File: src/rtl/uart_rx_fifo.sv
`default_nettype none
// ============================================================================
//  Module      : uart_rx_fifo
//  Description : Receive-side buffer between a UART receiver and its consumer.
//                A small ingest FSM captures one character per RX_DV high
//                period into a first-word fall-through FIFO. It acknowledges
//                the upstream receiver with a one-cycle RX_CLR_DV pulse.
//                Characters arriving while the FIFO is full are dropped, still
//                acknowledged, and flagged on the sticky OVERRUN output.
//  Ports       : CLK, RST            - clock, synchronous active-high reset
//                RX_DATA, RX_DV      - character and data-valid from receiver
//                RX_CLR_DV           - one-cycle acknowledge to receiver
//                POP, DOUT           - consumer read strobe, head character
//                EMPTY, FULL, COUNT  - FIFO occupancy
//                OVERRUN, CLR_OVR    - sticky drop flag and its clear
//  Revision    : 1.0 - initial release
// ============================================================================
module uart_rx_fifo #(
    parameter int BITS       = 8,
    parameter int DEPTH_LOG2 = 3
) (
    input  logic                  CLK,
    input  logic                  RST,
    input  logic [BITS-1:0]       RX_DATA,
    input  logic                  RX_DV,
    output logic                  RX_CLR_DV,
    input  logic                  POP,
    output logic [BITS-1:0]       DOUT,
    output logic                  EMPTY,
    output logic                  FULL,
    output logic [DEPTH_LOG2:0]   COUNT,
    output logic                  OVERRUN,
    input  logic                  CLR_OVR
);

    localparam int                  c_DEPTH      = 1 << DEPTH_LOG2;
    localparam logic [DEPTH_LOG2:0] c_FULL_COUNT = {1'b1, {DEPTH_LOG2{1'b0}}};
    localparam logic [DEPTH_LOG2:0] c_CNT_ONE    = {{DEPTH_LOG2{1'b0}}, 1'b1};
    localparam logic [DEPTH_LOG2-1:0] c_PTR_ONE  = {{(DEPTH_LOG2-1){1'b0}}, 1'b1};

    localparam logic [1:0] c_ST_IDLE = 2'd0;
    localparam logic [1:0] c_ST_ACK  = 2'd1;
    localparam logic [1:0] c_ST_WAIT = 2'd2;

    logic [1:0]            r_state;
    logic [1:0]            w_state_nxt;
    logic [BITS-1:0]       r_mem [c_DEPTH];
    logic [DEPTH_LOG2-1:0] r_wr_ptr;
    logic [DEPTH_LOG2-1:0] r_rd_ptr;
    logic [DEPTH_LOG2:0]   r_count;
    logic                  r_overrun;

    logic                  w_empty;
    logic                  w_full;
    logic                  w_pop;
    logic                  w_space;
    logic                  w_wr;
    logic                  w_drop;
    logic                  w_clr_dv;

    assign w_empty = (r_count == '0);
    assign w_full  = (r_count == c_FULL_COUNT);
    // A pop on an empty FIFO is ignored entirely.
    assign w_pop   = POP && !w_empty;
    // A full FIFO still has room when the head leaves in the same cycle.
    assign w_space = !w_full || w_pop;

    // ------------------------------------------------------------------
    // Ingest FSM
    // ------------------------------------------------------------------
    always_ff @(posedge CLK) begin
        if (RST) begin
            r_state <= c_ST_IDLE;
        end else begin
            r_state <= w_state_nxt;
        end
    end

    always_comb begin
        w_state_nxt = r_state;
        w_wr        = 1'b0;
        w_drop      = 1'b0;
        w_clr_dv    = 1'b0;
        case (r_state)
            c_ST_IDLE: begin
                if (RX_DV) begin
                    // Dropped characters are acknowledged too so the
                    // receiver never stalls.
                    if (w_space) begin
                        w_wr = 1'b1;
                    end else begin
                        w_drop = 1'b1;
                    end
                    w_state_nxt = c_ST_ACK;
                end
            end
            c_ST_ACK: begin
                w_clr_dv    = 1'b1;
                w_state_nxt = c_ST_WAIT;
            end
            c_ST_WAIT: begin
                // Wait for the DV level to fall so one high period yields
                // at most one character.
                if (!RX_DV) begin
                    w_state_nxt = c_ST_IDLE;
                end
            end
            default: begin
                w_state_nxt = c_ST_IDLE;
            end
        endcase
    end

    // ------------------------------------------------------------------
    // FIFO storage (contents intentionally not reset)
    // ------------------------------------------------------------------
    always_ff @(posedge CLK) begin
        if (!RST && w_wr) begin
            r_mem[r_wr_ptr] <= RX_DATA;
        end
    end

    always_ff @(posedge CLK) begin
        if (RST) begin
            r_wr_ptr <= '0;
            r_rd_ptr <= '0;
            r_count  <= '0;
        end else begin
            if (w_wr) begin
                r_wr_ptr <= r_wr_ptr + c_PTR_ONE;
            end
            if (w_pop) begin
                r_rd_ptr <= r_rd_ptr + c_PTR_ONE;
            end
            case ({w_wr, w_pop})
                2'b10:   r_count <= r_count + c_CNT_ONE;
                2'b01:   r_count <= r_count - c_CNT_ONE;
                default: r_count <= r_count;
            endcase
        end
    end

    // Set wins over clear so a drop is never lost to a coincident clear.
    always_ff @(posedge CLK) begin
        if (RST) begin
            r_overrun <= 1'b0;
        end else if (w_drop) begin
            r_overrun <= 1'b1;
        end else if (CLR_OVR) begin
            r_overrun <= 1'b0;
        end
    end

    // ------------------------------------------------------------------
    // Outputs
    // ------------------------------------------------------------------
    assign RX_CLR_DV = w_clr_dv;
    assign DOUT      = w_empty ? '0 : r_mem[r_rd_ptr];
    assign EMPTY     = w_empty;
    assign FULL      = w_full;
    assign COUNT     = r_count;
    assign OVERRUN   = r_overrun;

endmodule
`default_nettype wire

File: config.mk
export PLATFORM = sky130hd
export DESIGN_NAME = uart_rx_fifo
export DESIGN_NICKNAME = d
export VERILOG_FILES = /design/src/rtl/uart_rx_fifo.sv
export SDC_FILE = /design/constraint.sdc
export NUM_CORES = 1
export LEC_CHECK = 0
export CORE_MARGIN = 2
export CORE_UTILIZATION = 50
export CTS_CLUSTER_SIZE = 20
export DETAILED_ROUTE_END_ITERATION = 7
export PLACE_DENSITY = 0.71
export SYNTH_ARGS = -nofsm -noshare
export SYNTH_HDL_FRONTEND = slang
export SYNTH_SLANG_ARGS = --single-unit
File: constraint.sdc
create_clock -name CLK -period 4.9 [get_ports CLK]
set_clock_uncertainty 0.1 [all_clocks]
set_input_delay 0.98 -clock CLK [delete_from_list [all_inputs] [get_ports CLK]]
set_output_delay 0.98 -clock CLK [all_outputs]
set_load 0.1 [all_outputs]
==> key figures <==
Power
  – Seq pwr share: 36.0%
  – Combinational share of power: 41.1%
  – Switch share: around 41%
  – Cell Int Power: 1.33 mW
  – Pleak: 1.27 nW
  – Switch Pwr: 0.925 mW
  – Total power: 2.25 mW
  – Pwr dens: 587 mW/mm²
  – Maximum VDD drop: 0.000580 V
  – Clock power share: between 20% and 30%

STA
  – Max_slew headroom: 35.4%
  – Endpoints failing setup: 0
  – Worst-Margin Slew: 0.966 ns
  – RSZ-0062 raised after global routing: no
  – Tmin final: ~3.9 ns
  – Setup tns final: 0 ns
  – Final WS setup: a little under 1 ns
  – Fin. max-slew vios: 0
  – Hold Vio Cnt, Final: 0
  – Minimum hold slack: 0.398 ns
  – Achievable Freq: 255 MHz
  – Final Cycle Share: 79.9%

Die
  – Die width: 84.3 µm
  – Placement Rows: 29
  – Die area: 0.00711 mm²
  – # IOs: 29
  – Die height: 84.3 µm
  – Core Area: about 0.0063 mm²
  – Starting Density: between 50% and 60%

Critical path
  – Crit-path cells: mux4_2 > mux2i_1 > nor2_1 > clkdlybuf4s50_1
  – Worst Setup End Kind: primary output
  – Crit path max-delay cell type: clkdlybuf4s50_1
  – Required time worst endpoint: around 3.8 ns
  – CP arrival: 2.84 ns
  – Worst setup SP type: flop
  – Crit Path Category: reg2out
  – Worst path max stage delay: about 1.1 ns
  – CP Max Fanout: 16

CTS
  – CTS tree: done
  – CTS max path bufs: 2
  – Post-CTS sizing: 0
  – Clk sink count: 80
  – Cts bufs inserted: 9
  – Postcts setup bufs: 0
  – Worst-Skew Late Latency: between 0.3 and 0.4 ns
  – H-tree depth: 3
  – # hold bufs at CTS: 0
  – Worst-path clk slew: 0.07 ns
  – CTS root buf: clkbuf_8

Layout
  – Most common cell after layout, fill and taps aside: edfxtp_1
  – Synth-to-layout area growth: 19.2%
  – # fillers: between 400 and 500
  – N_diodes: 0
  – Nets@finish: 246
  – Cell area after layout: 0.00384 mm²
  – Most frequent cells in the layout: edfxtp_1 (64), clkdlybuf4s50_1 (27), nor2_1 (23), dfxtp_1 (16), mux4_2 (16)
  – Share of cells above drive strength 1: 19.7%
  – Non-filler instance count after layout: 310
  – Final core occ: 61.2%

Drt
  – Vias: 1,690
  – Post-route antenna net violation count: 0
  – Initial DRT Pass Iterations: 4
  – Avg Vias per Cell: between 5 and 6
  – DRC viols: 0
  – Initial DRC count: 82
  – DRT Wirelength: 5620 µm
  – WL per Instance: 18.1 µm

Yosys
  – Simple-gate portion of the synthesized area: 7.64%
  – Post-synthesis mux area share: 14.9%
  – Mapped cell area: 0.00322 mm²
  – Seq cells post-synth: 80
  – Largest family of logic cells by synthesized area: multiplexers
  – Yosys warns: 0
  – Synth Area in Compound Gates: 2.33%
  – Synth Area per Inst: between 15 and 20 µm²
  – Post-Syn Instances: 191
  – Post-synthesis adder-cell area fraction: just under 2%
  – Syn Nets: 209
  – Distinct cells, synth: 31
  – Seq/Total Area, Yosys: 69.5%
  – Post-synthesis xor/xnor area fraction: about 1.6%

Global route
  – Largest net degree at the start of global routing: 20
  – Vias in the first global route: 1,655
  – M2 GR Usage: between 20 and 30%
  – Global-route wire length before repair: 8880 µm
  – Met3 Usage GRT: between 3 and 4%
  – Top Usage Layer GRT: met2
  – Initial antenna violation count: 0
  – GRT Resource Usage Total: 17.3%
  – Total grt overflow: 0
  – Met1 Use GR: 24.7%

Placement
  – DP Cell Count: approximately 290
  – GPL Wtd Cong: around 0.73
  – Port Buffer Count: 28
  – Placed wire-length estimate: 3540 µm
  – Setup WS pre-CTS: around 1.2 ns
  – Placement Cell Area: around 0.0036 mm²

Hold path
  – Min-delay worst type: reg2reg

Outcome
  – Outcome: completed

Job
  – Max-cap violations: 0
==> synth_stat cells, drive strengths merged <==
library cell / instances / area, µm²
nor4: 3 / 18.8
nand2: 2 / 7.51
or2: 1 / 6.26
or3b: 1 / 11.3
nor2: 23 / 86.3
mux2: 1 / 11.3
or4b: 1 / 13.8
nor3b: 1 / 7.51
xnor2: 1 / 8.76
or3: 2 / 12.5
inv: 5 / 18.8
a21oi: 5 / 25.0
o21bai: 1 / 18.8
edfxtp: 64 / 1920
buf: 6 / 33.8
mux2i: 11 / 110
nand3b: 3 / 22.5
mux4: 16 / 360
xor2: 5 / 43.8
o22ai: 1 / 6.26
ha: 5 / 62.6
o21ai: 3 / 15.0
clkbuf: 3 / 11.3
dfxtp: 16 / 320
nor3: 4 / 20.0
a32o: 1 / 10.0
nor2b: 2 / 12.5
nand2b: 3 / 18.8
nor4b: 1 / 8.76
==> sequential cells by signal, indices dropped and copies added (netlist names), named ones only <==
| signal | flops |
|---|---|
| r_state | 2 |
| OVERRUN | 1 |
| COUNT | 4 |
| r_wr_ptr | 3 |
| r_rd_ptr | 3 |
| r_mem | 64 |
==> metal layers <==
| layer | part of all wire [%] | up-vias |
|---|---|---|
| met5 | 0 | - |
| met4 | 1.3 | 0 |
| met3 | 5.5 | 8 |
| met2 | 48 | 48 |
| met1 | 45 | 829 |
| li1 | - | 805 |
==> power by group through the flow <==
stage	sequential, mW	combinational [mW]	clock, mW
2_1_floorplan	0.894	0.659	0
3_3_place_gp	0.825	0.928	0
3_5_place_dp	0.827	0.935	0
4_1_cts	0.812	0.936	0.530
5_1_grt	0.819	0.974	0.555
6_report	0.812	0.926	0.517
==> final timing paths <==
path	slack (ns)	startpoint	endpoint	cells past startpoint
setup / recovery	0.98	flop	DOUT[7]	4
hold / removal	0.40	OVERRUN	OVERRUN	2
setup reg to reg	2.01	COUNT[0]	COUNT[2]	10
hold reg to reg	0.40	OVERRUN	OVERRUN	2
==> area by class of cell <==
type	instances	area [µm²]	share of cell area, %
Sequential cell	80	2240	58.4
Multi-Input combinational cell	97	941	24.5
Timing Repair Buffer	35	330	8.60
Clock buffer	13	149	3.87
Tap cell	77	96.3	2.51
Clock inverter	3	65.1	1.69
Inverter	5	18.8	0.488
==> cells by family (layout without fill, tap and decap cells) <==
group / after synthesis / count (layout)
and+or+nand+nor: 47 / 47
AOI/OAI and AO/OA: 11 / 11
xor gates and xnor gates: 6 / 6
adders and majority gates: 5 / 5
DFF: 80 / 80
buffers and inverters: 14 / 56
muxes: 28 / 28
==> worst max-delay path, delay by kind of cell (launching register included) <==
family | cells | cell delay [ns]
buf+inv | 1 | 1.13
flops | 1 | 0.82
mux | 2 | 0.43
simple gates | 1 | 0.12
Note: power is estimated with default switching activity, not from simulation.
